### src/rtl/fetch_pc_btb_if.sv
// Fetch-frontend bundle: F0 PC out to the predictor, F1 packet out to the
// instruction queue, and retire-update / flush in from the backend.
// The master side is the fetch unit; the slave side is its environment.
interface fetch_pc_btb_if;
    logic [31:0] pc_fetch;
    logic        pc_fetch_valid;
    logic        br_pred;          // 1 = TAKEN, 0 = NOT_TAKEN
    logic        out_valid;
    logic        out_ready;
    logic [31:0] out_pc;
    logic        out_pred_taken;
    logic [31:0] out_pred_target;
    logic        upd_valid;
    logic [31:0] upd_pc;
    logic        upd_taken;
    logic [31:0] upd_target;
    logic        flush;
    logic [31:0] flush_pc;

    modport master (
        output pc_fetch, pc_fetch_valid,
        output out_valid, out_pc, out_pred_taken, out_pred_target,
        input  br_pred, out_ready,
        input  upd_valid, upd_pc, upd_taken, upd_target,
        input  flush, flush_pc
    );

    modport slave (
        input  pc_fetch, pc_fetch_valid,
        input  out_valid, out_pc, out_pred_taken, out_pred_target,
        output br_pred, out_ready,
        output upd_valid, upd_pc, upd_taken, upd_target,
        output flush, flush_pc
    );
endinterface

### src/rtl/fetch_pc_btb.sv
// Two-stage fetch PC generator with a direct-mapped branch target buffer.
// F0 presents pc_fetch to the gshare PHT and the BTB; both return their
// registered read one cycle later, when the same PC sits in F1.
// Optional feature macro: FETCH_BTB_BYPASS_EN forwards a same-cycle BTB
// write at the index being read into the registered read data.
module fetch_pc_btb #(
    parameter int          BTB_IDX_W = 4,
    parameter logic [31:0] RESET_PC  = 32'h1eceb000
) (
    input  logic           clk,
    input  logic           rst,
    fetch_pc_btb_if.master bus
);
    localparam int   ENTRIES = 1 << BTB_IDX_W;
    localparam int   TAG_W   = 32 - BTB_IDX_W - 2;
    localparam logic TAKEN   = 1'b1;

    // F0 / F1 pipeline state
    logic [31:0] f0_pc_reg;
    logic        f0_valid_reg;
    logic [31:0] f1_pc_reg;
    logic        f1_valid_reg;
    logic        f1_first_reg;     // F1 holds a packet in its first cycle
    logic        hold_taken_reg;   // prediction latched on the first F1 cycle
    logic [31:0] hold_target_reg;

    // BTB storage: valid bits in flops (cleared by reset), tag/target in RAM
    logic [ENTRIES-1:0] btb_valid;
    logic [TAG_W-1:0]   btb_tag_mem    [ENTRIES];
    logic [31:0]        btb_target_mem [ENTRIES];
    logic               rd_valid_reg;
    logic [TAG_W-1:0]   rd_tag_reg;
    logic [31:0]        rd_target_reg;

    logic [BTB_IDX_W-1:0] rd_idx;
    logic [BTB_IDX_W-1:0] wr_idx;
    logic                 wr_en;
    logic                 live_hit;
    logic                 live_taken;
    logic [31:0]          live_target;
    logic                 sel_taken;
    logic [31:0]          sel_target;
    logic                 stall;
    logic                 accept;
    logic                 redirect;

    // Word-offset bits of the update PC never select anything.
    logic unused_bits;
    assign unused_bits = &{1'b0, bus.upd_pc[1:0]};

    // Prediction selection and pipeline control
    always_comb begin
        rd_idx      = f0_pc_reg[BTB_IDX_W+1:2];
        wr_idx      = bus.upd_pc[BTB_IDX_W+1:2];
        wr_en       = bus.upd_valid & bus.upd_taken;
        live_hit    = rd_valid_reg & (rd_tag_reg == f1_pc_reg[31:BTB_IDX_W+2]);
        live_taken  = live_hit & (bus.br_pred == TAKEN);
        live_target = live_taken ? rd_target_reg : f1_pc_reg + 32'd4;
        // Only the first F1 cycle sees read data that belongs to f1_pc;
        // afterwards the BTB/PHT are re-reading F0, so use the latched copy.
        sel_taken   = f1_first_reg ? live_taken  : hold_taken_reg;
        sel_target  = f1_first_reg ? live_target : hold_target_reg;
        stall       = f1_valid_reg & ~bus.out_ready;
        accept      = f1_valid_reg & bus.out_ready & ~bus.flush;
        redirect    = accept & sel_taken;
    end

    assign bus.pc_fetch        = f0_pc_reg;
    assign bus.pc_fetch_valid  = f0_valid_reg;
    assign bus.out_valid       = f1_valid_reg;
    assign bus.out_pc          = f1_pc_reg;
    assign bus.out_pred_taken  = f1_valid_reg & sel_taken;
    assign bus.out_pred_target = f1_valid_reg ? sel_target : 32'd0;

    // F0/F1 advance with priority reset > flush > stall > redirect > advance
    always_ff @(posedge clk) begin
        if (rst) begin
            f0_pc_reg       <= RESET_PC;
            f0_valid_reg    <= 1'b0;
            f1_pc_reg       <= 32'd0;
            f1_valid_reg    <= 1'b0;
            f1_first_reg    <= 1'b0;
            hold_taken_reg  <= 1'b0;
            hold_target_reg <= 32'd0;
        end else if (bus.flush) begin
            f0_pc_reg       <= bus.flush_pc;
            f0_valid_reg    <= 1'b1;
            f1_valid_reg    <= 1'b0;
            f1_first_reg    <= 1'b0;
            hold_taken_reg  <= 1'b0;
            hold_target_reg <= 32'd0;
        end else if (stall) begin
            f1_first_reg <= 1'b0;
            if (f1_first_reg) begin
                hold_taken_reg  <= live_taken;
                hold_target_reg <= live_target;
            end
        end else if (redirect) begin
            // Squash the sequential fetch already in F0: one bubble
            f0_pc_reg    <= sel_target;
            f0_valid_reg <= 1'b1;
            f1_valid_reg <= 1'b0;
            f1_first_reg <= 1'b0;
        end else begin
            f1_pc_reg    <= f0_pc_reg;
            f1_valid_reg <= f0_valid_reg;
            f1_first_reg <= 1'b1;
            // The first valid F0 cycle after reset must still show RESET_PC
            if (f0_valid_reg) begin
                f0_pc_reg <= f0_pc_reg + 32'd4;
            end
            f0_valid_reg <= 1'b1;
        end
    end

    // One flop per BTB valid bit so reset clears the whole table at once
    generate
        for (genvar gi = 0; gi < ENTRIES; gi++) begin : g_valid
            logic valid_bit_reg;
            // Set on a taken retire to this index, cleared by reset
            always_ff @(posedge clk) begin
                if (rst) begin
                    valid_bit_reg <= 1'b0;
                end else if (wr_en && (wr_idx == BTB_IDX_W'(gi))) begin
                    valid_bit_reg <= 1'b1;
                end
            end
            assign btb_valid[gi] = valid_bit_reg;
        end
    endgenerate

    // Registered read of the valid bit for pc_fetch
    always_ff @(posedge clk) begin
        if (rst) begin
            rd_valid_reg <= 1'b0;
        end else begin
            rd_valid_reg <= btb_valid[rd_idx];
`ifdef FETCH_BTB_BYPASS_EN
            if (wr_en && (wr_idx == rd_idx)) begin
                rd_valid_reg <= 1'b1;
            end
`endif
        end
    end

    // Tag/target RAM: write on taken retire, registered read of pc_fetch entry
    always_ff @(posedge clk) begin
        if (wr_en) begin
            btb_tag_mem[wr_idx]    <= bus.upd_pc[31:BTB_IDX_W+2];
            btb_target_mem[wr_idx] <= bus.upd_target;
        end
        rd_tag_reg    <= btb_tag_mem[rd_idx];
        rd_target_reg <= btb_target_mem[rd_idx];
`ifdef FETCH_BTB_BYPASS_EN
        if (wr_en && (wr_idx == rd_idx)) begin
            rd_tag_reg    <= bus.upd_pc[31:BTB_IDX_W+2];
            rd_target_reg <= bus.upd_target;
        end
`endif
    end
endmodule

### src/flat_wrapper.sv
// flat-port wrapper written by rule: the top's interface ports become plain ports
module fetch_pc_btb_flat 
#(
    parameter int          BTB_IDX_W = 4,
    parameter logic [31:0] RESET_PC  = 32'h1eceb000
)
  (clk, rst, bus_pc_fetch, bus_pc_fetch_valid, bus_out_valid, bus_out_pc, bus_out_pred_taken, bus_out_pred_target, bus_br_pred, bus_out_ready, bus_upd_valid, bus_upd_pc, bus_upd_taken, bus_upd_target, bus_flush, bus_flush_pc);
  fetch_pc_btb_if bus_i ();
  input  logic clk;
  input  logic rst;
  output wire logic [$bits(bus_i.pc_fetch)-1:0] bus_pc_fetch;
  output wire logic [$bits(bus_i.pc_fetch_valid)-1:0] bus_pc_fetch_valid;
  output wire logic [$bits(bus_i.out_valid)-1:0] bus_out_valid;
  output wire logic [$bits(bus_i.out_pc)-1:0] bus_out_pc;
  output wire logic [$bits(bus_i.out_pred_taken)-1:0] bus_out_pred_taken;
  output wire logic [$bits(bus_i.out_pred_target)-1:0] bus_out_pred_target;
  input wire logic [$bits(bus_i.br_pred)-1:0] bus_br_pred;
  input wire logic [$bits(bus_i.out_ready)-1:0] bus_out_ready;
  input wire logic [$bits(bus_i.upd_valid)-1:0] bus_upd_valid;
  input wire logic [$bits(bus_i.upd_pc)-1:0] bus_upd_pc;
  input wire logic [$bits(bus_i.upd_taken)-1:0] bus_upd_taken;
  input wire logic [$bits(bus_i.upd_target)-1:0] bus_upd_target;
  input wire logic [$bits(bus_i.flush)-1:0] bus_flush;
  input wire logic [$bits(bus_i.flush_pc)-1:0] bus_flush_pc;
  assign bus_pc_fetch = bus_i.pc_fetch;
  assign bus_pc_fetch_valid = bus_i.pc_fetch_valid;
  assign bus_out_valid = bus_i.out_valid;
  assign bus_out_pc = bus_i.out_pc;
  assign bus_out_pred_taken = bus_i.out_pred_taken;
  assign bus_out_pred_target = bus_i.out_pred_target;
  assign bus_i.br_pred = bus_br_pred;
  assign bus_i.out_ready = bus_out_ready;
  assign bus_i.upd_valid = bus_upd_valid;
  assign bus_i.upd_pc = bus_upd_pc;
  assign bus_i.upd_taken = bus_upd_taken;
  assign bus_i.upd_target = bus_upd_target;
  assign bus_i.flush = bus_flush;
  assign bus_i.flush_pc = bus_flush_pc;
  fetch_pc_btb #(.BTB_IDX_W(BTB_IDX_W), .RESET_PC(RESET_PC)) u_core (.clk(clk), .rst(rst), .bus(bus_i));
endmodule
### config.mk
export PLATFORM = sky130hd
export DESIGN_NAME = fetch_pc_btb_flat
export DESIGN_NICKNAME = d
export VERILOG_FILES = /design/src/rtl/fetch_pc_btb_if.sv /design/src/rtl/fetch_pc_btb.sv /design/src/flat_wrapper.sv
export SDC_FILE = /design/constraint.sdc
export NUM_CORES = 1
export LEC_CHECK = 0
export CORE_UTILIZATION = 49
export CTS_CLUSTER_SIZE = 8
export DETAILED_ROUTE_END_ITERATION = 7
export PLACE_DENSITY = 0.75
export SKIP_CTS_REPAIR_TIMING = 1
export SYNTH_ARGS = -nofsm -noshare
export SYNTH_HDL_FRONTEND = slang
export SYNTH_SLANG_ARGS = --single-unit
export TNS_END_PERCENT = 100
### constraint.sdc
create_clock -name clk -period 6.61 [get_ports clk]
set_input_delay 1.983 -clock clk [delete_from_list [all_inputs] [get_ports clk]]
set_output_delay 1.983 -clock clk [all_outputs]
set_load 0.1 [all_outputs]
* Yosys cells after proc, flatten, opt, wreduce, memory -nomap -nowiden
Memory sizes are Yosys's and may differ from the RTL's. A register that Yosys moved wholly into a read port is not among the register bits. Index checks and enable logic that the tools add are counted.
Operators by class: muxes and demuxes 16, equality and inequality tests 17, div/mod/pow operators 0, bitwise logic cells 12, shift operators 0, reductions and logical operators 22, $lt $le $gt $ge 1, add/sub/neg operators 2, multipliers 0
Operators with widths (count):
- $mux 32 | 7
- $add 32x3->32 const B | 2
- $eq 4x4->1 const B | 8
- $eq 26x26->1 | 1
- $eq 4x3->1 const B | 4
- $logic_and 1x1->1 | 16
- $and 1x1->1 | 8
- $eq 4x2->1 const B | 2
- $mux 1 | 8
- $lt 4x5->1 const B | 1
- $bmux 1 s4 | 1
- $eq 4x1->1 const B | 1
- $logic_not 4->1 | 1
- $not 1->1 | 4
- $reduce_and 3->1 | 1
- $reduce_bool 3->1 | 1
- $reduce_or 3->1 | 1
- $ne 2x2->1 const B | 1
- $reduce_and 2->1 | 1
- $reduce_or 2->1 | 1
Storage, ports and cells: logic and storage cells 96, memories 2, register bits after elaboration 117, bits in latches 0, output and inout bits 99, bits in writable memories 928, bits of input ports 103, memory bits (read-only) 0
Memories:
- u_core.btb_target_mem | depth 16, width 32, read ports 1, clocked after memory_dff 1, wr ports 1, RTL line fetch_pc_btb.sv:30 | logic [31:0] btb_target_mem [ENTRIES];
- u_core.btb_tag_mem | depth 16, width 26, read ports 1, clocked after memory_dff 1, wr ports 1, RTL line fetch_pc_btb.sv:29 | logic [TAG_W-1:0] btb_tag_mem [ENTRIES];

* Logic depth before layout (Yosys ltp)
depth in word-level cells 8, mapped depth 10, depth with buffers taken out 8

* Least setup slack after synthesis
No wires, ideal clock.
kind input -> output, start point input bus_br_pred, end point output bus_out_pred_target[0], path buffers 0, setup slack -0.677 ns, arrival time 5.304 ns, cell stages on the path 6, cell sequence nand2_1 nor4_2 nand3_1 nor2_4 mux2i_1 a211oi_1
Between the ends: word-level cells in the longest chain between the ends 4
Ends and longest elaborated chain:
- start: declaration | RTL line flat_wrapper.sv:17 | input wire logic [$bits(bus_i.br_pred)-1:0] bus_br_pred;
- $and 1x1->1 | RTL line fetch_pc_btb.sv:57 | live_taken = live_hit & (bus.br_pred == TAKEN);
- $mux 32 | RTL line fetch_pc_btb.sv:58 | live_target = live_taken ? rd_target_reg : f1_pc_reg + 32'd4;
- $mux 32 | RTL line fetch_pc_btb.sv:62 | sel_target = f1_first_reg ? live_target : hold_target_reg;
- $mux 32 | RTL line fetch_pc_btb.sv:73 | assign bus.out_pred_target = f1_valid_reg ? sel_target : 32'd0;
- end: declaration | RTL line flat_wrapper.sv:16 | output wire logic [$bits(bus_i.out_pred_target)-1:0] bus_out_pred_target;
Every way passes these cells.

* Worst setup path in the final report
start point input bus_br_pred, end point output bus_out_pred_target[10]
The elaborated chain is that of the path after synthesis.

==> impl_metrics.env <==
export IMPL_grt_pass1_wl_mm=171
export IMPL_grtUsageMet3_pct=5.86
export IMPL_cts_max_path_buffers=3
export IMPL_wl_per_cell_um=30.8
export IMPL_tns_ps=0
export IMPL_dr_pass1_iters=6
export IMPL_final_nets=2698
export IMPL_powerDensity_mw_per_mm2=319
export IMPL_slew_headroom_pct=12.8
export IMPL_die_y_um=299
export IMPL_final_common_cell="edfxtp_1"
export IMPL_yosys_area_top_type="edfxtp_1"
export IMPL_period_share_pct=98.5
export IMPL_place_congestion=0.977
export IMPL_wl_mm=119
export IMPL_yosys_warnings=0
export IMPL_drive_gt1_share_pct=23.3
export IMPL_hold_ws_ps=452
export IMPL_cpMaxStageDelayCell="clkdlybuf4s50_1"
export IMPL_ys_types=70
export IMPL_regMostFlops="u_core.btb_target_mem"
export IMPL_start_util_pct=49.6
export IMPL_hp_class="reg2reg"
export IMPL_grt_busiest_layer="met2"
export IMPL_placed_area_sq_mm=0.0472
export IMPL_slew_violations=0
export IMPL_cts_tree="yes"
export IMPL_worst_ep_arrival_time_ps=4530
export IMPL_die_width_um=299
export IMPL_p_int_mw=12.7
export IMPL_mappedNetlistNets=2416
export IMPL_viasPerCell=6.31
export IMPL_met1_usage_pct=34.2
export IMPL_rsz0062_at_grt="no"
export IMPL_syn_inst=2311
export IMPL_port_buffers=199
export IMPL_tightest_slew_ps=1300
export IMPL_grt_usage_pct=26.8
export IMPL_antenna_found_initial=15
export IMPL_hold_viol_final=0
export IMPL_startpoint_type="primary input"
export IMPL_yosys_most_used_dff="edfxtp_1"
export IMPL_status="completed"
export IMPL_peakVddDrop_uv=217
export IMPL_critical_path_max_stage_delay_ps=560
export IMPL_seqPwrFrac_pct=48.0
export IMPL_grt_overflow_total=0
export IMPL_fin_cells=3857
export IMPL_ios=202
export IMPL_place_inst=3591
export IMPL_root_buffer="clkbuf_16"
export IMPL_cp_required_ps=4630
export IMPL_switchingPower_mw=3.77
export IMPL_largest_reg_flops=512
export IMPL_clk_insertion_delay_late_ps=740
export IMPL_synth_ff_latch_count=1103
export IMPL_synth_top_cell_area_share_pct=64.6
export IMPL_fillCellCount=6071
export IMPL_async_reset_ff_share_pct=0
export IMPL_grt_pass1_vias=25100
export IMPL_worstPathMaxFanout=22
export IMPL_hpwl_mm=64.4
export IMPL_grt_max_degree=130
export IMPL_top_regs="u_core.btb_target_mem x512, u_core.btb_tag_mem x416"
export IMPL_postSynthAreaPerCell_sq_um=18.7
export IMPL_syn_cell_area_sq_mm=0.0431
export IMPL_clock_skew_ps=36.0
export IMPL_clock_sinks=1103
export IMPL_cp_end_kind="primary output"
export IMPL_layout_common_cells="edfxtp_1, mux4_2, dfxtp_1"
export IMPL_timing_fmax_mhz=154
export IMPL_min_delay_path_depth=2
export IMPL_p_sw_share_pct=22.8
export IMPL_r2r_cells=4
export IMPL_crit_chain="clkdlybuf4s50_1 > nand2_1 > nor4_1 > nand4_2 > or2_1 > buf_12 > a211oi_2 > nor2_1 > nor2_1 > buf_12"
export IMPL_p_total_mw=16.5
export IMPL_comb_power_share_pct=7.8
export IMPL_setup_viol=0
export IMPL_coreArea_sq_mm=0.0870
export IMPL_cts_inserted_buffers=155
export IMPL_pwr_share_clk_pct=44.2
export IMPL_drc=0
export IMPL_htreeDepth=4
export IMPL_yosysSeqAreaShare_pct=72.7
export IMPL_power_leakage_nw=16.2
export IMPL_die_area_sq_mm=0.0892
export IMPL_worstSetupPathType="in2out"
export IMPL_maxCapViolations=0
export IMPL_synth_edf_count=928
export IMPL_min_period_ps=6510
export IMPL_ant_nets=0
export IMPL_final_area_sq_mm=0.0517
export IMPL_drtIter0Drc=3056
export IMPL_rows=108
export IMPL_ys_top_cells_by_area="edfxtp_1, mux4_2, dfxtp_1, nand2_1, nor2_1"
export IMPL_vias=24400
export IMPL_areaGrowthSynthToFinish_pct=19.8
export IMPL_met2_usage_pct=44.1
export IMPL_path_clk_slew_ps=50
==> stage by stage <==
step | setup WS [ps] | util, %
final | 101 | 59.4
after global routing | 29.0 | 59.4
after CTS | -28.6 | 59.4
after detailed placement | -8.29 | 54.2
after global placement | 71.5 | 54.2
after floorplan | 26.6 | -
==> power groups by stage <==
stage / sequential, mW / clock (mW) / combinational (mW)
floorplan: 8.10 / 0 / 0.696
global placement: 8.03 / 0 / 1.23
detailed placement: 8.04 / 0 / 1.26
CTS: 7.92 / 7.37 / 1.28
global route: 7.92 / 7.63 / 1.34
finish: 7.92 / 7.29 / 1.28
==> layer usage <==
metal	vias to the layer above	part of all wire, %
met3	263	9.2
met2	1571	50
met1	12600	37
met4	10	4.4
met5	-	0.058
li1	9960	-
==> worst paths after layout <==
path	slack, ps	startpoint	endpoint
worst max register to register	2660	u_core.bus.pc_fetch[2]	u_core.rd_target_reg[17]
worst min-delay path	450	u_core.hold_target_reg[13]	u_core.hold_target_reg[13]
worst min register to register	450	u_core.hold_target_reg[13]	u_core.hold_target_reg[13]
worst max-delay path	100	bus_br_pred	bus_out_pred_target[10]
==> synth_stat cells (4+ instances only) <==
master,count
o211ai_1,6
o32ai_1,4
o22ai_1,7
mux2i_1,12
nor2b_1,9
clkbuf_1,86
dfxtp_1,175
nand2_1,133
o221ai_1,6
o21ai_0,25
a31o_2,5
buf_6,5
buf_2,16
a221oi_2,5
o31ai_1,9
nor4_2,6
nor4_1,11
o21ai_2,4
o211a_1,4
nand2b_1,11
a31oi_1,13
xnor2_1,19
and2_1,11
xor2_1,45
edfxtp_1,928
nor2_1,130
nand3_1,27
a211oi_1,29
and4_1,9
nor3_1,37
a21oi_1,81
or3_1,9
buf_1,29
a211o_1,7
and3_1,8
nand4_1,23
inv_1,16
o221a_2,5
o21a_1,4
mux4_2,295
==> worst max-delay path, delay by kind of cell <==
kind                   cells  cell delay (ps)
AND/OR/NAND/NOR            6             1310
buffers and inverters      3              950
AO/OA/AOI/OAI              1              260
==> area by class of cell <==
class / instances / area, sq um / share of cell area, %
clock buffers: 254 / 4400 / 8.51
well taps: 1155 / 1450 / 2.79
diodes: 6 / 15.0 / 0.0290
clock inverters: 6 / 75.1 / 0.145
multi-input cells: 1052 / 11300 / 21.9
flip-flops and latches: 1103 / 31400 / 60.7
inverters: 20 / 75.1 / 0.145
repair buffers: 261 / 3000 / 5.79
==> kinds of logic after synthesis <==
group	after synthesis	share of synthesized area, %
compound gates	243	3.89
fa+ha+maj	2	0.0580
flops	1103	72.7
xor+xnor	64	1.30
simple gates	433	4.80
mux	310	15.8
buf+inv	156	1.49
Power figures use the tool's default switching activity.
